--- config.mk ---
export PLATFORM = sky130hd
export DESIGN_NAME = add_accum
export DESIGN_NICKNAME = d
export VERILOG_FILES = /design/src/rtl/add_accum_pkg.sv /design/src/rtl/add_accum.sv
export SDC_FILE = /design/constraint.sdc
export NUM_CORES = 1
export LEC_CHECK = 0
export ABC_AREA = 1
export BUFFER_PORTS_ARGS = -buffer_cell sky130_fd_sc_hd__buf_4
export CORE_MARGIN = 2
export CORE_UTILIZATION = 62
export CTS_BUF_LIST = sky130_fd_sc_hd__clkbuf_8
export CTS_CLUSTER_SIZE = 24
export DETAILED_ROUTE_END_ITERATION = 10
export PLACE_DENSITY = 0.95
export SLEW_MARGIN = 10
export SYNTH_ARGS = -nofsm -noshare
export SYNTH_HDL_FRONTEND = slang
export SYNTH_SLANG_ARGS = --single-unit
--- constraint.sdc ---
create_clock -name clk -period 3.8 [get_ports clk]
set_input_delay 0.76 -clock clk [delete_from_list [all_inputs] [get_ports clk]]
set_output_delay 0.76 -clock clk [all_outputs]
set_load 0.02 [all_outputs]
--- src/rtl/add_accum_pkg.sv ---
// Shared types and helpers for the frame accumulator.
package add_accum_pkg;

  // Widest sample the extension helper handles.
  localparam int EXT_W = 64;

  typedef enum logic {
    ACC = 1'b0,
    OUT = 1'b1
  } state_t;

  // Extend the low w bits of v to EXT_W bits: sign-extend when s=1,
  // zero-extend when s=0. Callers truncate the result to their width.
  function automatic logic [EXT_W-1:0] ext(
    input logic [EXT_W-1:0] v,
    input int unsigned      w,
    input logic             s
  );
    logic [5:0]       msb_idx;
    logic             fill;
    logic [EXT_W-1:0] mask;
    msb_idx = 6'(w - 32'd1);
    fill    = s & v[msb_idx];
    mask    = ~({EXT_W{1'b1}} << w);
    return (v & mask) | ({EXT_W{fill}} & ~mask);
  endfunction

endpackage

--- src/rtl/add_accum.sv ---
// Streaming frame accumulator: sums COUNT samples into an exact-width result
// with valid/ready handshakes on both sides and a single Y_WIDTH adder.
module add_accum
  import add_accum_pkg::*;
#(
  parameter  int A_WIDTH  = 8,
  parameter  int A_SIGNED = 0,
  parameter  int COUNT    = 4,
  localparam int Y_WIDTH  = A_WIDTH + $clog2(COUNT)
) (
  input  logic               clk,
  input  logic               rst_n,
  input  logic               clear,
  input  logic               in_valid,
  output logic               in_ready,
  input  logic [A_WIDTH-1:0] in_data,
  output logic               out_valid,
  input  logic               out_ready,
  output logic [Y_WIDTH-1:0] out_data
);

  localparam int              CNT_W    = $clog2(COUNT);
  localparam logic [CNT_W-1:0] CNT_LAST = CNT_W'(COUNT - 1);

  if (COUNT < 2) begin : g_bad_count
    $error("add_accum: COUNT must be at least 2");
  end

  state_t             state_r;
  state_t             state_next_s;
  logic [CNT_W-1:0]   cnt_r;
  logic [Y_WIDTH-1:0] acc_r;
  logic [Y_WIDTH-1:0] out_data_r;
  logic [Y_WIDTH-1:0] ext_s;
  logic [Y_WIDTH-1:0] acc_sel_s;
  logic [Y_WIDTH-1:0] sum_s;
  logic               in_ready_s;
  logic               accept_s;
  logic               last_s;

  // The first sample of a frame overwrites the sum, so the adder sees zero
  // instead of the stale accumulator when cnt is 0.
  assign ext_s     = Y_WIDTH'(ext(EXT_W'(in_data), A_WIDTH, (A_SIGNED != 0)));
  assign acc_sel_s = (cnt_r == {CNT_W{1'b0}}) ? {Y_WIDTH{1'b0}} : acc_r;
  assign sum_s     = acc_sel_s + ext_s;
  assign accept_s  = in_valid && in_ready_s;
  assign last_s    = (cnt_r == CNT_LAST);

  assign in_ready  = in_ready_s;
  assign out_valid = (state_r == OUT);
  assign out_data  = out_data_r;

  // State register.
  always_ff @(posedge clk or negedge rst_n) begin
    if (!rst_n) begin
      state_r <= ACC;
    end else begin
      state_r <= state_next_s;
    end
  end

  // Next state: clear wins; a frame completes on the last accept; a held
  // result leaves once downstream takes it.
  always_comb begin
    state_next_s = state_r;
    if (clear) begin
      state_next_s = ACC;
    end else begin
      case (state_r)
        ACC: begin
          if (accept_s && last_s) begin
            state_next_s = OUT;
          end else begin
            state_next_s = ACC;
          end
        end
        OUT: begin
          if (out_ready) begin
            state_next_s = ACC;
          end else begin
            state_next_s = OUT;
          end
        end
        default: state_next_s = ACC;
      endcase
    end
  end

  // Input ready: while a result is held, a sample may enter only in the
  // cycle the result is consumed (combinational from out_ready).
  always_comb begin
    in_ready_s = 1'b0;
    if (clear) begin
      in_ready_s = 1'b0;
    end else begin
      case (state_r)
        ACC:     in_ready_s = 1'b1;
        OUT:     in_ready_s = out_ready;
        default: in_ready_s = 1'b0;
      endcase
    end
  end

  // Counter and datapath: accumulate on accept, capture the frame sum on
  // the last sample, abort the partial frame on clear.
  always_ff @(posedge clk or negedge rst_n) begin
    if (!rst_n) begin
      cnt_r      <= {CNT_W{1'b0}};
      acc_r      <= {Y_WIDTH{1'b0}};
      out_data_r <= {Y_WIDTH{1'b0}};
    end else if (clear) begin
      cnt_r      <= {CNT_W{1'b0}};
    end else if (accept_s) begin
      acc_r <= sum_s;
      if (last_s) begin
        cnt_r      <= {CNT_W{1'b0}};
        out_data_r <= sum_s;
      end else begin
        cnt_r      <= cnt_r + CNT_W'(1);
      end
    end
  end

endmodule
# [Yosys cells after proc, flatten, opt, wreduce, memory -nomap -nowiden]
# Index checks and enable logic that the tools add are counted.
[classes] add_sub_neg=2 n_eq_ne=1 n_mux=10 n_bitwise=2 n_reduce_logical=6
[ops] cell="$add A10 B8 Y10" n=1
[ops] cell="$mux W10" n=1
[ops] cell="$mux W2" n=3
[ops] cell="$mux W1" n=4
[ops] cell="$pmux W1 S2" n=2
[ops] cell="$reduce_and A3 Y1" n=1
[ops] cell="$add A2 B1 Y2 const B" n=1
[ops] cell="$eq A2 B2 Y1 const B" n=1
[ops] cell="$logic_and A1 B1 Y1" n=2
[ops] cell="$logic_not A2 Y1" n=1
[ops] cell="$not A1 Y1" n=2
[ops] cell="$reduce_and A2 Y1" n=1
[ops] cell="$reduce_bool A2 Y1" n=1
[totals] reg_bits=23 inputBits=13 out_inout_bits=12 wordCells=25

# [Logic depth before layout (Yosys ltp)]
[depth] depth_word=8 mapped_depth=16

# [Worst setup path after synthesis]
# Ideal clock, no wire load.
[synth_timing] kind="reg-to-reg" from="register cnt_r[0]" to="register out_data_r[6] (netlist: out_data[6])" arrival_ns=1.919 setup_slack_ns=1.763 stages_incl_launch_ff=14 n_path_buf=1 path_cell_list="dfrtp_1 > inv_1 > ha_1 > buf_2 > nor2_1 > ha_1 > inv_1 > fa_1 > o21ai_2 > nand2_1 > nand2_1 > nand2_1 > nand3_1 > nand2_1"
[synth_between] elab_chain_cells=3
[synth_lines] item="start, declared" line="add_accum.sv:31" rtl="logic [CNT_W-1:0] cnt_r;"
[synth_lines] item="start signal, assigned" line="add_accum.sv:108" rtl="cnt_r <= {CNT_W{1'b0}};"
[synth_lines] item="start signal, assigned" line="add_accum.sv:112" rtl="cnt_r <= {CNT_W{1'b0}};"
[synth_lines] item="start signal, assigned" line="add_accum.sv:116" rtl="cnt_r <= {CNT_W{1'b0}};"
[synth_lines] item="$logic_not A2 Y1" line="add_accum.sv:44" rtl="assign acc_sel_s = (cnt_r == {CNT_W{1'b0}}) ? {Y_WIDTH{1'b0}} : acc_r;"
[synth_lines] item="$mux W10" line="add_accum.sv:44"
[synth_lines] item="$add A10 B8 Y10" line="add_accum.sv:45" rtl="assign sum_s = acc_sel_s + ext_s;"
[synth_lines] item="end signal, assigned" line="add_accum.sv:110" rtl="out_data_r <= {Y_WIDTH{1'b0}};"
[synth_lines] item="end signal, assigned" line="add_accum.sv:117" rtl="out_data_r <= sum_s;"
[synth_lines] item="end, declared" line="add_accum.sv:33" rtl="logic [Y_WIDTH-1:0] out_data_r;"
# Parallel ways exist; a longest one is shown, timed or not.
# A chain may end at the register's enable or synchronous reset.

# [Worst setup path after layout]
# Same ends and word-level chain as after synthesis.

==> reports/metrics.yaml <==
synth_top_area_frac: 0.396
rows: 17
dieArea_mm2: 0.00275
root_buffer: "clkbuf_8"
grt_max_degree: 24
synth-edff-count: 0
syn_avg_cell_area_um2: 7.42
async_flop_share: 1.00
cts_buffers: 3
area_delta_synth_final_pct: 16.3
p_clk_frac: 0.188
critical_path_required_ps: 3950
leakage_nw: 0.984
outcome: "complete, no violations"
path_clk_slew_ps: 80
slew_headroom: 0.746
post_cts_resized: 0
share_comb_of_total_power: 0.400
clkLatencyLatePin_ps: 260
setup_violations: 0
wl_per_cell_um: 11.9
p_switching_uw: 304
synth_area_leaders: "dfrtp_1, nand2_1, ha_1"
path_class: "flop to flop"
drt_pre_antenna_iters: 4
synth-main-ff-cell: "dfrtp_1"
cp_common_cell: "nand2_1"
yosysMostFrequentCell: "nand2_1"
grt_pass1_vias: 1213
gp_congestion: 0.940
max_freq_mhz: 437
power_density_mw_per_mm2: 478
ys_seq_area_frac: 0.396
cts_tree: "yes"
drv_slew: 0
worst_hold_slack_ps: 376
vias_per_cell: 5.32
synth_common_cells: "nand2_1, dfrtp_1, inv_1"
grt_pass1_wl_mm: 5.13
min_period_ps: 2290
end_kind: "flop"
clock-sinks: 23
post_cts_buffers: 0
reg2reg_setup_slack_ps: 1510
drt_iter0_drc: 33
switching_share: 0.376
setup_ws_ps: 1510
syn_nets: 220
hold_viol: 0
die_w_um: 52.4
num_vias: 1324
fin_skew_ps: 4.38
cts-hold-fix-buffers: 0
tightest_slew_ps: 381
start_kind: "flop"
drive_gt1_frac: 0.181
arrival_ps: 2450
yosysUniqueCellTypes: 26
max_stage_delay_ps: 410
start_util: 0.658
syn-cell-area_mm2: 0.00146
dpl.hpwl_mm: 2.32
syn_inst: 196
crit_fanout: 8
drc: 0
antenna_found_initial: 0
dpl_cell_area_mm2: 0.00165
core-area_mm2: 0.00221
port_buffers: 24
setup_tns_ps: 0
cts_buffer_depth: 2
wl_mm: 2.95
grt_overflow: 0
rsz0062_at_grt: "no"
antennaDiodeCount: 0
cp_slowest_cell: "fa_1"
fin_area_mm2: 0.00169
yosysTopAreaCell: "dfrtp_1"
worstHoldPathType: "primary input to async pin"
die_h_um: 52.4
pre_cts_ws_ps: 1550
synth_seq_cells: 23
maxCapViolCount: 0
grt_usage: 0.253
peakVddDrop_v: 0.000333
cp_cell_sequence: "inv_1 -> ha_1 -> nor2_1 -> ha_1 -> inv_1 -> fa_1 -> o21ai_2 -> nand2_1 -> nand2_1 -> nand2_1 -> nand3_1 -> nand2_1"
period_share: 0.603
io_pins: 25
drtAntennaViolNets: 0
yosysWarnings: 0
h-tree-depth: 1
nets: 246
p_int_uw: 504
seqPwrFrac: 0.412
flip-flops by register name, summed over array words and instances (netlist names):
signal and cells:
out_valid 1, acc_r 10, out_data 10, cnt_r 2
placed cells by master, fill, tap and decap left out, drive strengths merged:
master,synthesis,layout
a21oi,3,3
buf,3,24
clkbuf,0,3
clkinv,1,2
dfrtp,23,23
fa,1,1
ha,10,10
inv,26,26
nand2,69,69
nand3,20,20
nand3b,2,2
nor2,20,20
o21ai,14,14
or2,2,2
xnor2,1,1
xor2,1,1
power by group through the flow:
| stage | Sequential (mW) | Clock (mW) | Combinational (mW) |
|---|---|---|---|
| floorplan | 0.373 | 0 | 0.177 |
| global placement | 0.335 | 0 | 0.312 |
| detailed placement | 0.337 | 0 | 0.323 |
| CTS | 0.333 | 0.153 | 0.324 |
| global route | 0.340 | 0.163 | 0.363 |
| finish | 0.333 | 0.152 | 0.324 |
worst paths after layout:
path,start,to,cells past startpoint
min reg2reg,out_data[7]$_DFFE_PN0P_,out_data[7]$_DFFE_PN0P_,2
min in group clk,out_data[7]$_DFFE_PN0P_,out_data[7]$_DFFE_PN0P_,2
min,rst_n,out_data[2]$_DFFE_PN0P_,1
max reg2reg,cnt_r[0]$_DFFE_PN0P_,out_data[6]$_DFFE_PN0P_,12
max,cnt_r[0]$_DFFE_PN0P_,out_data[6]$_DFFE_PN0P_,12
max in group asynchronous,rst_n,acc_r[4]$_DFFE_PN0P_,1
final cells by class:
class | instances | area [um2]
timing repair buffer | 24 | 180
multi-input combinational | 143 | 748
fill | 175 | 519
tap | 28 | 35.0
clock buffer | 3 | 41.3
inverter | 27 | 108
clock inverter | 1 | 5.00
sequential | 23 | 576
cells by family (layout without fill, tap and decap cells):
kind of cell | after synthesis | in the layout | share of synthesized area
AO/OA/AOI/OAI | 17 | 17 | 0.0662
AND/OR/NAND/NOR | 113 | 113 | 0.336
adder cells (fa/ha/maj) | 11 | 11 | 0.0997
buffers and inverters | 30 | 55 | 0.0903
flip-flops | 23 | 23 | 0.396
XOR/XNOR | 2 | 2 | 0.0120
critical path, delay by kind of cell (launching register included):
family          cells  cell delay, ps
fa+ha+maj           3             940
flops               1             360
compound gates      1             230
buf+inv             2             130
simple gates        6             520
per-stage QoR:
step	utilization	instances	total power, mW
after floorplan	-	196	0.550
after global placement	0.744	245	0.647
final	0.765	249	0.809
after global routing	0.765	249	0.866
after CTS	0.765	249	0.811
after detailed placement	0.744	245	0.660
routing by layer:
layer	up-vias	part of all wire	wire length [um]	track usage
met5	-	0	0	0
met4	0	0.010	31	0.0897
met3	4	0.037	110	0.0286
met2	30	0.49	1450	0.431
met1	626	0.46	1360	0.329
li1	664	-	-	-
Power figures use the tool's default switching activity.
